==> src/rtl/stack_arbiter_if.sv <==
// Requester-side bus of the stack arbiter: two level-held requests in, one ack/err pulse
// and the pop result out.
interface stack_arbiter_if #(
    parameter int unsigned WIDTH = 8
);
    logic             req0;
    logic             req1;
    logic             op0;
    logic             op1;
    logic [WIDTH-1:0] wdata0;
    logic [WIDTH-1:0] wdata1;
    logic             ack0;
    logic             ack1;
    logic             err0;
    logic             err1;
    logic [WIDTH-1:0] rdata;

    modport master (
        output req0, req1, op0, op1, wdata0, wdata1,
        input  ack0, ack1, err0, err1, rdata
    );

    modport slave (
        input  req0, req1, op0, op1, wdata0, wdata1,
        output ack0, ack1, err0, err1, rdata
    );
endinterface

==> src/rtl/stack_arbiter.sv <==
// Round-robin arbiter serialising push/pop requests from two requesters onto one external
// stack; one operation every three cycles (IDLE -> EXEC -> ACK).
module stack_arbiter #(
    parameter int unsigned WIDTH      = 8,
    parameter int unsigned HEIGHT     = 9,
    parameter int unsigned ADDR_WIDTH = 4
) (
    input  logic                  clk,
    input  logic                  rst,
    stack_arbiter_if.slave        bus,
    output logic                  stk_push,
    output logic                  stk_pop,
    output logic [WIDTH-1:0]      stk_data_in,
    input  logic [WIDTH-1:0]      stk_data_out,
    output logic [ADDR_WIDTH-1:0] count,
    output logic                  full,
    output logic                  empty
);

    localparam logic [ADDR_WIDTH-1:0] HEIGHT_C = ADDR_WIDTH'(HEIGHT);
    localparam logic [ADDR_WIDTH-1:0] ONE_C    = ADDR_WIDTH'(1);

    typedef enum logic [1:0] {
        IDLE = 2'd0,
        EXEC = 2'd1,
        ACK  = 2'd2
    } state_e;

    state_e                  state_q;
    logic [ADDR_WIDTH-1:0]   count_q;
    logic                    last_q;
    logic                    win_q;
    logic                    err_flag_q;
    logic                    ack0_q;
    logic                    ack1_q;
    logic                    err0_q;
    logic                    err1_q;
    logic [WIDTH-1:0]        rdata_q;
    logic                    stk_push_q;
    logic                    stk_pop_q;
    logic [WIDTH-1:0]        stk_data_in_q;

    logic                    win_c;
    logic                    sel_op_c;
    logic [WIDTH-1:0]        sel_wdata_c;

    // A tie goes to the requester that was not granted last.
    always_comb begin
        win_c = bus.req1;
        if (bus.req0 && bus.req1) begin
            win_c = ~last_q;
        end
        sel_op_c    = win_c ? bus.op1 : bus.op0;
        sel_wdata_c = win_c ? bus.wdata1 : bus.wdata0;
    end

    assign full  = (count_q == HEIGHT_C);
    assign empty = (count_q == '0);

    // The push/pop decision is taken when the request is latched, so the strobes are
    // already registered and valid for the whole EXEC cycle.
    always_ff @(posedge clk) begin
        if (rst) begin
            state_q       <= IDLE;
            count_q       <= '0;
            last_q        <= 1'b1;
            win_q         <= 1'b0;
            err_flag_q    <= 1'b0;
            ack0_q        <= 1'b0;
            ack1_q        <= 1'b0;
            err0_q        <= 1'b0;
            err1_q        <= 1'b0;
            rdata_q       <= '0;
            stk_push_q    <= 1'b0;
            stk_pop_q     <= 1'b0;
            stk_data_in_q <= '0;
        end else begin
            unique case (state_q)
                IDLE: begin
                    if (bus.req0 || bus.req1) begin
                        win_q <= win_c;
                        if (!sel_op_c) begin
                            stk_push_q    <= ~full;
                            stk_data_in_q <= full ? '0 : sel_wdata_c;
                            err_flag_q    <= full;
                        end else begin
                            stk_pop_q     <= ~empty;
                            err_flag_q    <= empty;
                        end
                        state_q <= EXEC;
                    end
                end
                EXEC: begin
                    stk_push_q    <= 1'b0;
                    stk_pop_q     <= 1'b0;
                    stk_data_in_q <= '0;
                    if (stk_push_q) begin
                        count_q <= count_q + ONE_C;
                    end else if (stk_pop_q) begin
                        count_q <= count_q - ONE_C;
                    end
                    // Top of stack is sampled before the pop takes effect.
                    rdata_q <= stk_pop_q ? stk_data_out : '0;
                    ack0_q  <= ~win_q;
                    ack1_q  <= win_q;
                    err0_q  <= ~win_q & err_flag_q;
                    err1_q  <= win_q & err_flag_q;
                    state_q <= ACK;
                end
                ACK: begin
                    ack0_q     <= 1'b0;
                    ack1_q     <= 1'b0;
                    err0_q     <= 1'b0;
                    err1_q     <= 1'b0;
                    rdata_q    <= '0;
                    err_flag_q <= 1'b0;
                    last_q     <= win_q;
                    state_q    <= IDLE;
                end
                default: begin
                    state_q <= IDLE;
                end
            endcase
        end
    end

    assign bus.ack0    = ack0_q;
    assign bus.ack1    = ack1_q;
    assign bus.err0    = err0_q;
    assign bus.err1    = err1_q;
    assign bus.rdata   = rdata_q;
    assign stk_push    = stk_push_q;
    assign stk_pop     = stk_pop_q;
    assign stk_data_in = stk_data_in_q;
    assign count       = count_q;

endmodule

==> src/flat_wrapper.sv <==
// flat-port wrapper written by rule: the top's interface ports become plain ports
module stack_arbiter_flat 
#(
    parameter int unsigned WIDTH      = 8,
    parameter int unsigned HEIGHT     = 9,
    parameter int unsigned ADDR_WIDTH = 4
)
  (clk, rst, stk_push, stk_pop, stk_data_in, stk_data_out, count, full, empty, bus_req0, bus_req1, bus_op0, bus_op1, bus_wdata0, bus_wdata1, bus_ack0, bus_ack1, bus_err0, bus_err1, bus_rdata);
  stack_arbiter_if #(.WIDTH(WIDTH)) bus_i ();
  input  logic clk;
  input  logic rst;
  output logic stk_push;
  output logic stk_pop;
  output logic [WIDTH-1:0] stk_data_in;
  input  logic [WIDTH-1:0] stk_data_out;
  output logic [ADDR_WIDTH-1:0] count;
  output logic full;
  output logic empty;
  input wire logic [$bits(bus_i.req0)-1:0] bus_req0;
  input wire logic [$bits(bus_i.req1)-1:0] bus_req1;
  input wire logic [$bits(bus_i.op0)-1:0] bus_op0;
  input wire logic [$bits(bus_i.op1)-1:0] bus_op1;
  input wire logic [$bits(bus_i.wdata0)-1:0] bus_wdata0;
  input wire logic [$bits(bus_i.wdata1)-1:0] bus_wdata1;
  output wire logic [$bits(bus_i.ack0)-1:0] bus_ack0;
  output wire logic [$bits(bus_i.ack1)-1:0] bus_ack1;
  output wire logic [$bits(bus_i.err0)-1:0] bus_err0;
  output wire logic [$bits(bus_i.err1)-1:0] bus_err1;
  output wire logic [$bits(bus_i.rdata)-1:0] bus_rdata;
  assign bus_i.req0 = bus_req0;
  assign bus_i.req1 = bus_req1;
  assign bus_i.op0 = bus_op0;
  assign bus_i.op1 = bus_op1;
  assign bus_i.wdata0 = bus_wdata0;
  assign bus_i.wdata1 = bus_wdata1;
  assign bus_ack0 = bus_i.ack0;
  assign bus_ack1 = bus_i.ack1;
  assign bus_err0 = bus_i.err0;
  assign bus_err1 = bus_i.err1;
  assign bus_rdata = bus_i.rdata;
  stack_arbiter #(.WIDTH(WIDTH), .HEIGHT(HEIGHT), .ADDR_WIDTH(ADDR_WIDTH)) u_core (.clk(clk), .rst(rst), .bus(bus_i), .stk_push(stk_push), .stk_pop(stk_pop), .stk_data_in(stk_data_in), .stk_data_out(stk_data_out), .count(count), .full(full), .empty(empty));
endmodule
==> config.mk <==
export PLATFORM = sky130hd
export DESIGN_NAME = stack_arbiter_flat
export DESIGN_NICKNAME = d
export VERILOG_FILES = /design/src/rtl/stack_arbiter_if.sv /design/src/rtl/stack_arbiter.sv /design/src/flat_wrapper.sv
export SDC_FILE = /design/constraint.sdc
export NUM_CORES = 1
export LEC_CHECK = 0
export CAP_MARGIN = 20
export CORE_MARGIN = 4
export CORE_UTILIZATION = 43
export DETAILED_ROUTE_END_ITERATION = 16
export PLACE_DENSITY = 0.79
export SKIP_LAST_GASP = 1
export SLEW_MARGIN = 20
export SYNTH_ARGS = -nofsm -noshare
export SYNTH_HDL_FRONTEND = slang
export SYNTH_SLANG_ARGS = --single-unit
export TNS_END_PERCENT = 10
==> constraint.sdc <==
create_clock -name clk -period 2.1 [get_ports clk]
set_input_delay 0.63 -clock clk [delete_from_list [all_inputs] [get_ports clk]]
set_output_delay 0.63 -clock clk [all_outputs]
set_load 0.02 [all_outputs]
==> impl_metrics.json, run 1 <==
{
  "die-area_um2": 4500,
  "row_count": 21,
  "hold_path_class": "reg2reg",
  "routed_wl_mm": 3.61,
  "period_needed_ns": 2.08,
  "layout-drive-gt1-share_pct": 13.0,
  "cpPeakStageDelay_ns": 0.60,
  "dpl_cell_area_um2": 2190,
  "hold_depth": 2,
  "maxCapViolCount": 0,
  "clk_latency_ns": 0.33,
  "grt_pass1_vias": 1390,
  "worstPathCellList": "buf_4 > clkdlybuf4s50_1",
  "nets": 273,
  "synth_xor_xnor_area_share_pct": 1.17,
  "dr_total_vias": 1427,
  "max-slew-margin-rel_pct": 62.4,
  "grt_max_degree": 23,
  "top_level_ports": 58,
  "start_kind": "flip-flop",
  "async_reset_ff_share_pct": 0,
  "cts.htree.levels": 2,
  "clockBufferDepth": 2,
  "synth-main-ff-cell": "dfxtp_1",
  "synthTopCellsByArea": "dfxtp_1, mux2i_1, a21oi_1",
  "crit_path_top_delay_cell": "clkdlybuf4s50_1",
  "vdd.ir_drop.worst_v": 0.000454,
  "grt_pass1_wl_mm": 5.98,
  "end_kind": "output pin",
  "dieWidth_um": 67.1,
  "synthCells": 168,
  "synth_cell_type_count": 37,
  "die_h_um": 67.1,
  "ys_seq_area_share_pct": 41.4,
  "synth_area_per_cell_um2": 8.93,
  "netlist.area_leader.share_pct": 41.4,
  "setup_viol": 0,
  "first_pass_iters": 4,
  "synth_top_cell_by_area": "dfxtp_1",
  "grt_usage_pct": 17.1,
  "start_util_pct": 44.6,
  "fmax_ghz": 0.482,
  "hold_violations": 0,
  "yosysWarnings": 0,
  "cellPowerDensity_nw_per_um2": 734,
  "coreArea_um2": 3360,
  "first_iter_violations": 57,
  "clock_skew_ns": 0.00781,
  "multi_input_area_um2": 806,
  "insertedDiodeCount": 0,
  "dp_hpwl_mm": 2.77,
  "worstPathRequired_ns": 1.47,
  "postCtsSetupRepairBufs": 0,
  "routed_via_density": 5.02,
  "grt-ovfl-total": 0,
  "criticalPathCategory": "reg2out",
  "place.gp.congestion": 0.778,
  "post_synth_and_or_nand_nor_area_fraction_pct": 20.5,
  "fin_crit_sh_pct": 98.8,
  "r2r_cells": 6,
  "synth_edf_count": 0,
  "leakage_nw": 0.893,
  "numCtsBuffers": 5,
  "area_delta_synth_final_pct": 51.8,
  "synth_fa_ha_area_share_pct": 5.50,
  "port_buffers": 57,
  "synth_top_family_by_area": "simple AND/OR/NAND/NOR gates",
  "path_clk_slew_ns": 0.10,
  "wl_per_cell_um": 12.7,
  "drc": 0,
  "root_buffer": "clkbuf_4",
  "outcome": "complete, no violations",
  "antenna_found_initial": 0,
  "slew_viol_final": 0,
  "rsz0062_at_grt": "true",
  "cp.arrival_ns": 1.45,
  "antenna_left": 0,
  "tritoncts": "done",
  "fin_setup_tns_ns": 0,
  "cts.sinks": 31,
  "path_max_fanout": 4,
  "fin_area_um2": 2280,
  "synth-compound-area-share_pct": 17.0,
  "syn_nets": 204,
  "regArea_um2": 621,
  "nFillCells": 314,
  "ys_seq_elements": 31,
  "synth_mux_area_share_pct": 9.51,
  "syn_area_um2": 1500,
  "hold_buffers": 0,
  "tightest_slew_ns": 0.565
}
layer usage:
metal | GRT usage, % | routed length [um]
met2 | 28.0 | 1680
met4 | 2.28 | 21
met5 | 0 | 0
met1 | 21.4 | 1610
met3 | 6.91 | 307
stage by stage:
step | hold WS (ns) | power, mW | utilization (%) | setup slack, ns | cells
final | 0.471 | 1.67 | 67.7 | 0.0247 | 284
after floorplan | 0.457 | 0.974 | - | 0.189 | 168
after global placement | 0.453 | 1.19 | 65.1 | -0.0482 | 276
after global routing | 0.496 | 1.77 | 67.7 | -0.134 | 284
after CTS | 0.473 | 1.69 | 67.6 | -0.186 | 284
after detailed placement | 0.456 | 1.20 | 65.1 | -0.102 | 276
path summary, 6_finish.rpt:
path,startpoint,endpoint,slack [ns]
max,u_core.count[0]$_SDFFE_PP0P_,count[0],0.02
min,u_core.bus.rdata[0]$_SDFFE_PP0P_,u_core.bus.rdata[0]$_SDFFE_PP0P_,0.47
max reg2reg,u_core.stk_push$_SDFFE_PP0P_,u_core.count[3]$_SDFFE_PP0P_,0.27
min reg2reg,u_core.bus.rdata[0]$_SDFFE_PP0P_,u_core.bus.rdata[0]$_SDFFE_PP0P_,0.47
sequential cells by signal (all words and copies together) (netlist names), 2 cells and up:
register            count
u_core.bus.rdata        8
u_core.count            4
u_core.state_q          2
u_core.stk_data_in      8
where the power goes:
group,switching [mW],total [mW],internal (mW)
clock,0.211,0.493,0.281
sequential,0.0346,0.669,0.635
combinational,0.248,0.510,0.262
critical path, delay by kind of cell, from the launching register on:
kind                   cells  cell delay (ns)
buffers and inverters      2             0.75
DFF                        1             0.36
repair_timing:
action                     CTS  global route
resized for setup            1             1
setup endpoints to repair    2             6
pin swaps                    0             0
cells in the final DEF, fill, tap and decap left out, types with 7 or more instances in the layout:
cell type,instances
a21oi_1,15
buf_4,14
clkdlybuf4s50_1,55
dfxtp_1,31
inv_1,8
mux2i_1,12
nand2_1,11
nand2b_1,11
nand3_1,12
nor2_1,15
o22ai_1,7
synth_stat cells (all sizes together) (2+ instances only):
| cell | count |
|---|---|
| a211oi | 3 |
| a21boi | 2 |
| a21oi | 15 |
| buf | 3 |
| clkbuf | 6 |
| dfxtp | 31 |
| ha | 5 |
| inv | 8 |
| mux2 | 2 |
| mux2i | 12 |
| nand2 | 11 |
| nand2b | 11 |
| nand3 | 12 |
| nor2 | 15 |
| nor2b | 4 |
| nor3 | 2 |
| o21ai | 2 |
| o22ai | 7 |
area by class of cell:
type,count,share of cell area (%)
inverter,8,1.32
sequential,31,27.3
multi-input combinational,120,35.4
clock buffer,6,2.25
tap,46,2.53
clock inverter,2,1.54
timing repair buffer,71,29.7
logic make-up (layout without fill, tap and decap cells):
logic type | Yosys count | count (layout)
adders and majority gates | 6 | 6
AOI/OAI and AO/OA | 37 | 37
xor gates and xnor gates | 2 | 2
DFF | 31 | 31
buffers and inverters | 17 | 87
and+or+nand+nor | 61 | 61
muxes | 14 | 14
Power figures use the tool's default switching activity.
==> run 2, diff against run 1 <==
Settings changed: CTS_CLUSTER_SIZE set to 28, HOLD_SLACK_MARGIN set to 0.08, MAX_ROUTING_LAYER set to met4.
==> impl_metrics.json, run 2 (synthesis results as in run 1) <==
{
  "outcome": "complete, no violations",
  "dieWidth_um": 67.1,
  "fin_crit_sh_pct": 98.8,
  "grt_max_degree": 23,
  "drc": 0,
  "hp-start": "u_core.bus.rdata[0]$_SDFFE_PP0P_",
  "combPwrFrac_pct": 30.5,
  "numCtsBuffers": 5,
  "hold_violations": 0,
  "die-area_um2": 4500,
  "worstPathRequired_ns": 1.47,
  "rsz0062_at_grt": "true",
  "utilization_pct": 67.7,
  "routed_wl_mm": 3.61,
  "criticalPathCategory": "reg2out",
  "reg2reg_slack_ns": 0.27,
  "max-slew-margin-rel_pct": 62.4,
  "leakage_nw": 0.893,
  "p_seq_share_pct": 40.0,
  "r2r_cells": 6,
  "setup_viol": 0,
  "antenna_found_initial": 0,
  "port_buffers": 57,
  "layout-drive-gt1-share_pct": 13.0,
  "dp_hpwl_mm": 2.77,
  "maxCapViolCount": 0,
  "clockPowerShare_pct": 29.5,
  "period_needed_ns": 2.08,
  "antenna_left": 0,
  "start_util_pct": 44.6,
  "cts.htree.levels": 2,
  "clk_latency_ns": 0.33,
  "area_delta_synth_final_pct": 51.8,
  "insertedDiodeCount": 0,
  "postCtsSetupRepairBufs": 0,
  "grt_pass1_wl_mm": 5.98,
  "top_level_ports": 58,
  "r2r-start": "u_core.stk_push$_SDFFE_PP0P_",
  "min_to": "u_core.bus.rdata[0]$_SDFFE_PP0P_",
  "hold_path_class": "reg2reg",
  "p_int_mw": 1.18,
  "routed_via_density": 5.03,
  "wl_per_cell_um": 12.7,
  "clock_skew_ns": 0.00780,
  "dr_total_vias": 1428,
  "die_h_um": 67.1,
  "r2r-end": "u_core.count[3]$_SDFFE_PP0P_",
  "place.gp.congestion": 0.788,
  "end_kind": "output pin",
  "root_buffer": "clkbuf_4",
  "grt_usage_pct": 17.5,
  "final_common_cell": "clkdlybuf4s50_1",
  "first_iter_violations": 57,
  "slew_viol_final": 0,
  "nets": 273,
  "fmax_ghz": 0.482,
  "cp.arrival_ns": 1.45,
  "vdd.ir_drop.worst_v": 0.000454,
  "grt_pass1_vias": 1390,
  "hold_depth": 2,
  "p_sw_mw": 0.494,
  "coreArea_um2": 3360,
  "first_pass_iters": 4,
  "start_kind": "flip-flop",
  "hold_buffers": 0,
  "p_total_mw": 1.67,
  "path_clk_slew_ns": 0.10,
  "path_max_fanout": 4,
  "final_cell_mix": "clkdlybuf4s50_1, dfxtp_1, nor2_1, a21oi_1, buf_4",
  "nFillCells": 314,
  "swShare_pct": 29.6,
  "fin_setup_tns_ns": 0,
  "row_count": 21,
  "tritoncts": "done",
  "cellPowerDensity_nw_per_um2": 734,
  "clockBufferDepth": 2,
  "grt-ovfl-total": 0,
  "cts.sinks": 31,
  "tightest_slew_ns": 0.565
}
[run 2: cell counts in the layout (fill, tap and decap cells not counted)]
Identical to the previous run, type by type.
[run 2: layer usage]
| metal | track usage (%) | routed length [um] | share of wire, % |
|---|---|---|---|
| met1 | 22.0 | 1650 | 46 |
| met2 | 28.0 | 1680 | 46 |
| met3 | 5.90 | 263 | 7.3 |
| met4 | 2.28 | 21 | 0.58 |
| met5 | - | 0 | 0 |
[run 2: worst max path at each step]
stage	from	end	slack [ns]	depth (start not counted)
after floorplan	u_core.count[0]$_SDFFE_PP0P_	empty	0.19	1
after global placement	bus_req1	u_core.stk_data_in[0]$_SDFFE_PP0P_	-0.05	6
after detailed placement	bus_req1	u_core.stk_data_in[2]$_SDFFE_PP0P_	-0.10	5
after CTS	u_core.count[3]$_SDFFE_PP0P_	full	-0.19	2
after global routing	u_core.count[0]$_SDFFE_PP0P_	empty	-0.13	2
final	u_core.count[0]$_SDFFE_PP0P_	count[0]	0.02	2
[run 2: power by group through the flow]
stage | combinational [mW] | clock (mW) | sequential [mW]
2_1_floorplan | 0.248 | 0 | 0.726
3_3_place_gp | 0.509 | 0 | 0.682
3_5_place_dp | 0.517 | 0 | 0.682
4_1_cts | 0.514 | 0.502 | 0.670
5_1_grt | 0.560 | 0.529 | 0.678
6_report | 0.510 | 0.493 | 0.669
[run 2: critical path, cell delays in order (launching register included)]
cell and delay, ns:
dfxtp_1 0.36, buf_4 0.15, clkdlybuf4s50_1 0.60
[run 2: area by class of cell]
cell class	instances	area, um2	area share, %
Tap cell	46	57.6	2.53
Clock inverter	2	35.0	1.54
Multi-Input combinational cell	120	806	35.4
Sequential cell	31	621	27.3
Inverter	8	30.0	1.32
Clock buffer	6	51.3	2.25
Timing Repair Buffer	71	677	29.7
[run 2: per-stage QoR]
stage               cells  worst slack, ns  hold slack (ns)  cell area, um2
floorplan             168            0.189            0.457            1500
global placement      276          -0.0482            0.453            2190
detailed placement    276           -0.102            0.456            2190
CTS                   284           -0.186            0.473            2270
global route          284           -0.134            0.496            2280
finish                284           0.0248            0.471            2280
[run 2: repair_timing]
item                       in CTS  in global routing
cloned                          0                  0
setup endpoints to repair       2                  6
gates resized for setup         1                  1
==> run 3, diff against run 2 <==
Settings changed: CTS_BUF_LIST set to sky130_fd_sc_hd__clkbuf_8 sky130_fd_sc_hd__clkbuf_16, SKIP_CTS_REPAIR_TIMING set to 1.
==> impl_metrics.json, run 3 (synthesis results as in run 1) <==
{
  "outcome": "finished with violations",
  "violations": "negative setup slack",
  "cellPowerDensity_nw_per_um2": 774,
  "leakage_nw": 0.893,
  "hold_path_class": "reg2reg",
  "area_delta_synth_final_pct": 54.4,
  "tritoncts": "done",
  "cts.htree.levels": 2,
  "clockPowerShare_pct": 33.6,
  "final_cell_mix": "clkdlybuf4s50_1, dfxtp_1, nor2_1, a21oi_1, buf_4",
  "p_total_mw": 1.79,
  "tightest_slew_ns": 0.563,
  "layout-drive-gt1-share_pct": 13.4,
  "numCtsBuffers": 5,
  "dp_hpwl_mm": 2.77,
  "swShare_pct": 28.2,
  "clk_latency_ns": 0.28,
  "reg2reg_slack_ns": 0.27,
  "period_needed_ns": 2.24,
  "hold_violations": 0,
  "die-area_um2": 4500,
  "grt-ovfl-total": 0,
  "final_common_cell": "clkdlybuf4s50_1",
  "first_pass_iters": 4,
  "wl_per_cell_um": 13.0,
  "row_count": 21,
  "insertedDiodeCount": 0,
  "setup_viol": 1,
  "hold_ws_ns": 0.466,
  "setup_ws_ns": -0.142,
  "worstPathRequired_ns": 1.47,
  "nets": 273,
  "fmax_ghz": 0.446,
  "port_buffers": 57,
  "fin_area_um2": 2320,
  "combPwrFrac_pct": 28.8,
  "dieWidth_um": 67.1,
  "grt_usage_pct": 17.8,
  "root_buffer": "clkbuf_8",
  "place.gp.congestion": 0.788,
  "clock_skew_ns": 0.00448,
  "cts.sinks": 31,
  "cpPeakStageDelay_ns": 0.62,
  "p_sw_mw": 0.506,
  "path_max_fanout": 5,
  "dp.cells": 276,
  "fin_crit_sh_pct": 107,
  "top_level_ports": 58,
  "dr_total_vias": 1426,
  "start_kind": "flip-flop",
  "max-slew-margin-rel_pct": 62.5,
  "maxCapViolCount": 0,
  "path_clk_slew_ns": 0.06,
  "routed_wl_mm": 3.70,
  "grt_pass1_wl_mm": 6.00,
  "grt_max_degree": 23,
  "worstPathCellList": "and4bb_2 > clkdlybuf4s50_1",
  "end_kind": "output pin",
  "drc": 0,
  "first_iter_violations": 58,
  "antenna_found_initial": 0,
  "grt_pass1_vias": 1390,
  "rsz0062_at_grt": "true",
  "clockBufferDepth": 2,
  "vdd.ir_drop.worst_v": 0.000450,
  "die_h_um": 67.1,
  "criticalPathCategory": "reg2out",
  "routed_via_density": 5.02,
  "cp.arrival_ns": 1.61,
  "crit_path_top_delay_cell": "clkdlybuf4s50_1",
  "antenna_left": 0,
  "finalNonFillerCells": 284,
  "coreArea_um2": 3360,
  "slew_viol_final": 0,
  "start_util_pct": 44.6,
  "dpl_cell_area_um2": 2190,
  "p_seq_share_pct": 37.5,
  "p_int_mw": 1.29
}
[run 3: area by class of cell]
cell class | count | area, um2
timing repair buffer | 71 | 678
inverter | 8 | 30.0
clock inverter | 2 | 35.0
clock buffer | 6 | 82.6
multi-input combinational | 120 | 812
fill | 313 | 1050
sequential | 31 | 621
tap | 46 | 57.6
[run 3: stage by stage]
stage / setup TNS, ns / utilization [%] / setup WS (ns)
after floorplan: 0 / - / 0.189
after global placement: -0.380 / 65.1 / -0.0482
after detailed placement: -0.845 / 65.1 / -0.102
after CTS: -0.363 / 68.6 / -0.237
after global routing: -0.234 / 68.9 / -0.224
final: -0.142 / 68.9 / -0.142
[run 3: metal layers]
metal | wire length [um] | track usage, % | vias up
met1 | 1680 | 21.8 | 651
li1 | - | - | 726
met3 | 241 | 3.54 | 0
met5 | 0 | - | -
met2 | 1770 | 28.2 | 49
met4 | 0 | 7.59 | 0
[run 3: critical path, delay by kind of cell (launching register included)]
kind,cells,cell delay (ns)
and+or+nand+nor,1,0.30
DFF,1,0.41
buffers and inverters,1,0.62
[run 3: worst paths after layout]
check                                                       from                                to  depth (start not counted)
worst min register to register  u_core.bus.rdata[0]$_SDFFE_PP0P_  u_core.bus.rdata[0]$_SDFFE_PP0P_                          2
worst max-delay path                u_core.count[3]$_SDFFE_PP0P_                              full                          2
worst max register to register      u_core.stk_push$_SDFFE_PP0P_      u_core.count[3]$_SDFFE_PP0P_                          6
worst min-delay path            u_core.bus.rdata[0]$_SDFFE_PP0P_  u_core.bus.rdata[0]$_SDFFE_PP0P_                          2
[run 3: power by group through the flow]
stage	clock network, mW	logic, mW	registers (mW)
floorplan	0	0.248	0.726
global placement	0	0.509	0.682
detailed placement	0	0.517	0.682
CTS	0.621	0.520	0.670
global route	0.644	0.568	0.680
finish	0.603	0.517	0.673
==> RTL edit, RTL diff (flow settings as in run 2) <==
Put one more register stage on the output `count`, without a reset. The value now appears one clock later. The other outputs are not delayed to match.
--- a/src/rtl/stack_arbiter.sv
+++ b/src/rtl/stack_arbiter.sv
@@ -134,3 +134,5 @@
     assign stk_data_in = stk_data_in_q;
-    assign count       = count_q;
+    always_ff @(posedge clk) begin
+        count <= count_q;
+    end
 
Check against the original RTL: not equivalent (a bounded check fails within 4 cycles, from zero or initial values and one cycle with rst high).
==> RTL edit against run 2 <==
Area after synthesis increased by 8.8%; sequential cell count increased by 4; synthesized cell count increased by 3.6%; via count increased by 2.1%; total power decreased by 1.4%; global-route usage decreased by 0.40 points; worst setup slack improved by 0.056 ns; design area increased by 3.2%; routed wire length increased by 4.9%; critical path type unchanged; largest cell class unchanged.
==> RTL edit: results <==
group,metric,value,unit
yosys,synth_commonest_cells,"35 x dfxtp_1, 14 x a21oi_1, 14 x nor2_1",
global_routing,grt_pass1_wl,6437,um
route,via_count,1458,
cells_and_area,finalNetCount,272,
global_routing,grtUsageMet3,5.942,%
cells_and_area,inv_count,7,
yosys,synth_area_leaders,"dfxtp_1 43%, mux2i_1 6.7%, nand2b_1 4.6%, a21oi_1 4.3%, ha_1 3.8%",
route,wl_met3,198,um
yosys,synth.distinct_cells,41,
setup_path,path_max_fanout,5,
yosys,avgSynthCellArea,9.377,um^2
cells_and_area,sh_seq_area,29.82,%
yosys,ys_seq_area_share,42.94,%
placement,place_hpwl,2742,um
cells_and_area,nClkBuffers,7,
cells_and_area,multi_input_area_share,36.16,%
yosys,synth-seq-cells,35,
clock_tree,cts_root_buffer,"clkbuf_8",
pwr,internal_power,1.171,mW
placement,place_congestion,0.7782,
pwr,pg_seq,744,uW
cells_and_area,fillers,308,
placement,dp.cells,277,
global_routing,use_met2,28.28,%
clock_tree,insertion_delay,0.28,ns
global_routing,grt_util_all_layers,17.11,%
status,status,"finished clean",
pwr,power_clock,459,uW
route,drtIter0Drc,47,
global_routing,met1_usage,18.39,%
global_routing,grt_pass1_vias,1436,
global_routing,grt_max_degree,24,
cells_and_area,signal_buffers,65,
pwr,leakage,0.8878,nW
route,viasPerCell,5.116,
setup_path,critical-path-max-stage-delay,0.65,ns
route,wl,3791,um
cells_and_area,clk_share,3.461,%
[RTL edit: cell types whose count changed after synthesis, moves of 2 or more]
cell and delta:
dfxtp_1 +4, nand2_1 +2, nand3b_1 +2, o21ai_1 -2
o21ai_2 +2
[RTL edit: final timing paths]
kind | startpoint | slack, ns | end
max | u_core.stk_pop$_SDFFE_PP0P_ | 0.08 | stk_pop
min | u_core.count_q[3]$_SDFFE_PP0P_ | 0.44 | u_core.count[3]$_DFF_P_
max reg2reg | u_core.stk_push$_SDFFE_PP0P_ | 0.18 | u_core.count_q[3]$_SDFFE_PP0P_
min reg2reg | u_core.count_q[3]$_SDFFE_PP0P_ | 0.44 | u_core.count[3]$_DFF_P_
[RTL edit: cells by family (layout without fill, tap and decap cells)]
| family | Yosys count | after routing | synth area share, % |
|---|---|---|---|
| buffers and inverters | 17 | 80 | 4.985 |
| xor gates and xnor gates | 2 | 2 | 1.074 |
| adders and majority gates | 6 | 6 | 5.061 |
| DFF | 35 | 35 | 42.94 |
| muxes | 13 | 13 | 8.129 |
| and+or+nand+nor | 65 | 65 | 22.55 |
| AOI/OAI and AO/OA | 36 | 36 | 15.26 |
[RTL edit: per-stage QoR]
stage | cell area (um^2) | util, % | power, mW
finish | 2350 | 64.18 | 1.648
global route | 2350 | 64.18 | 1.740
CTS | 2347 | 64.11 | 1.663
detailed placement | 2267 | 61.93 | 1.202
global placement | 2267 | 61.93 | 1.197
floorplan | 1632 | - | 1.024
[RTL edit: what timing repair did]
| action | 4_1_cts | 5_1_grt |
|---|---|---|
| pin swaps | 0 | 0 |
| gates cloned | 0 | 0 |
| setup buffers | 0 | 0 |
| hold buffers | 0 | 0 |
| endpoints found under the setup margin | 2 | 1 |
| resized for setup | 1 | 1 |
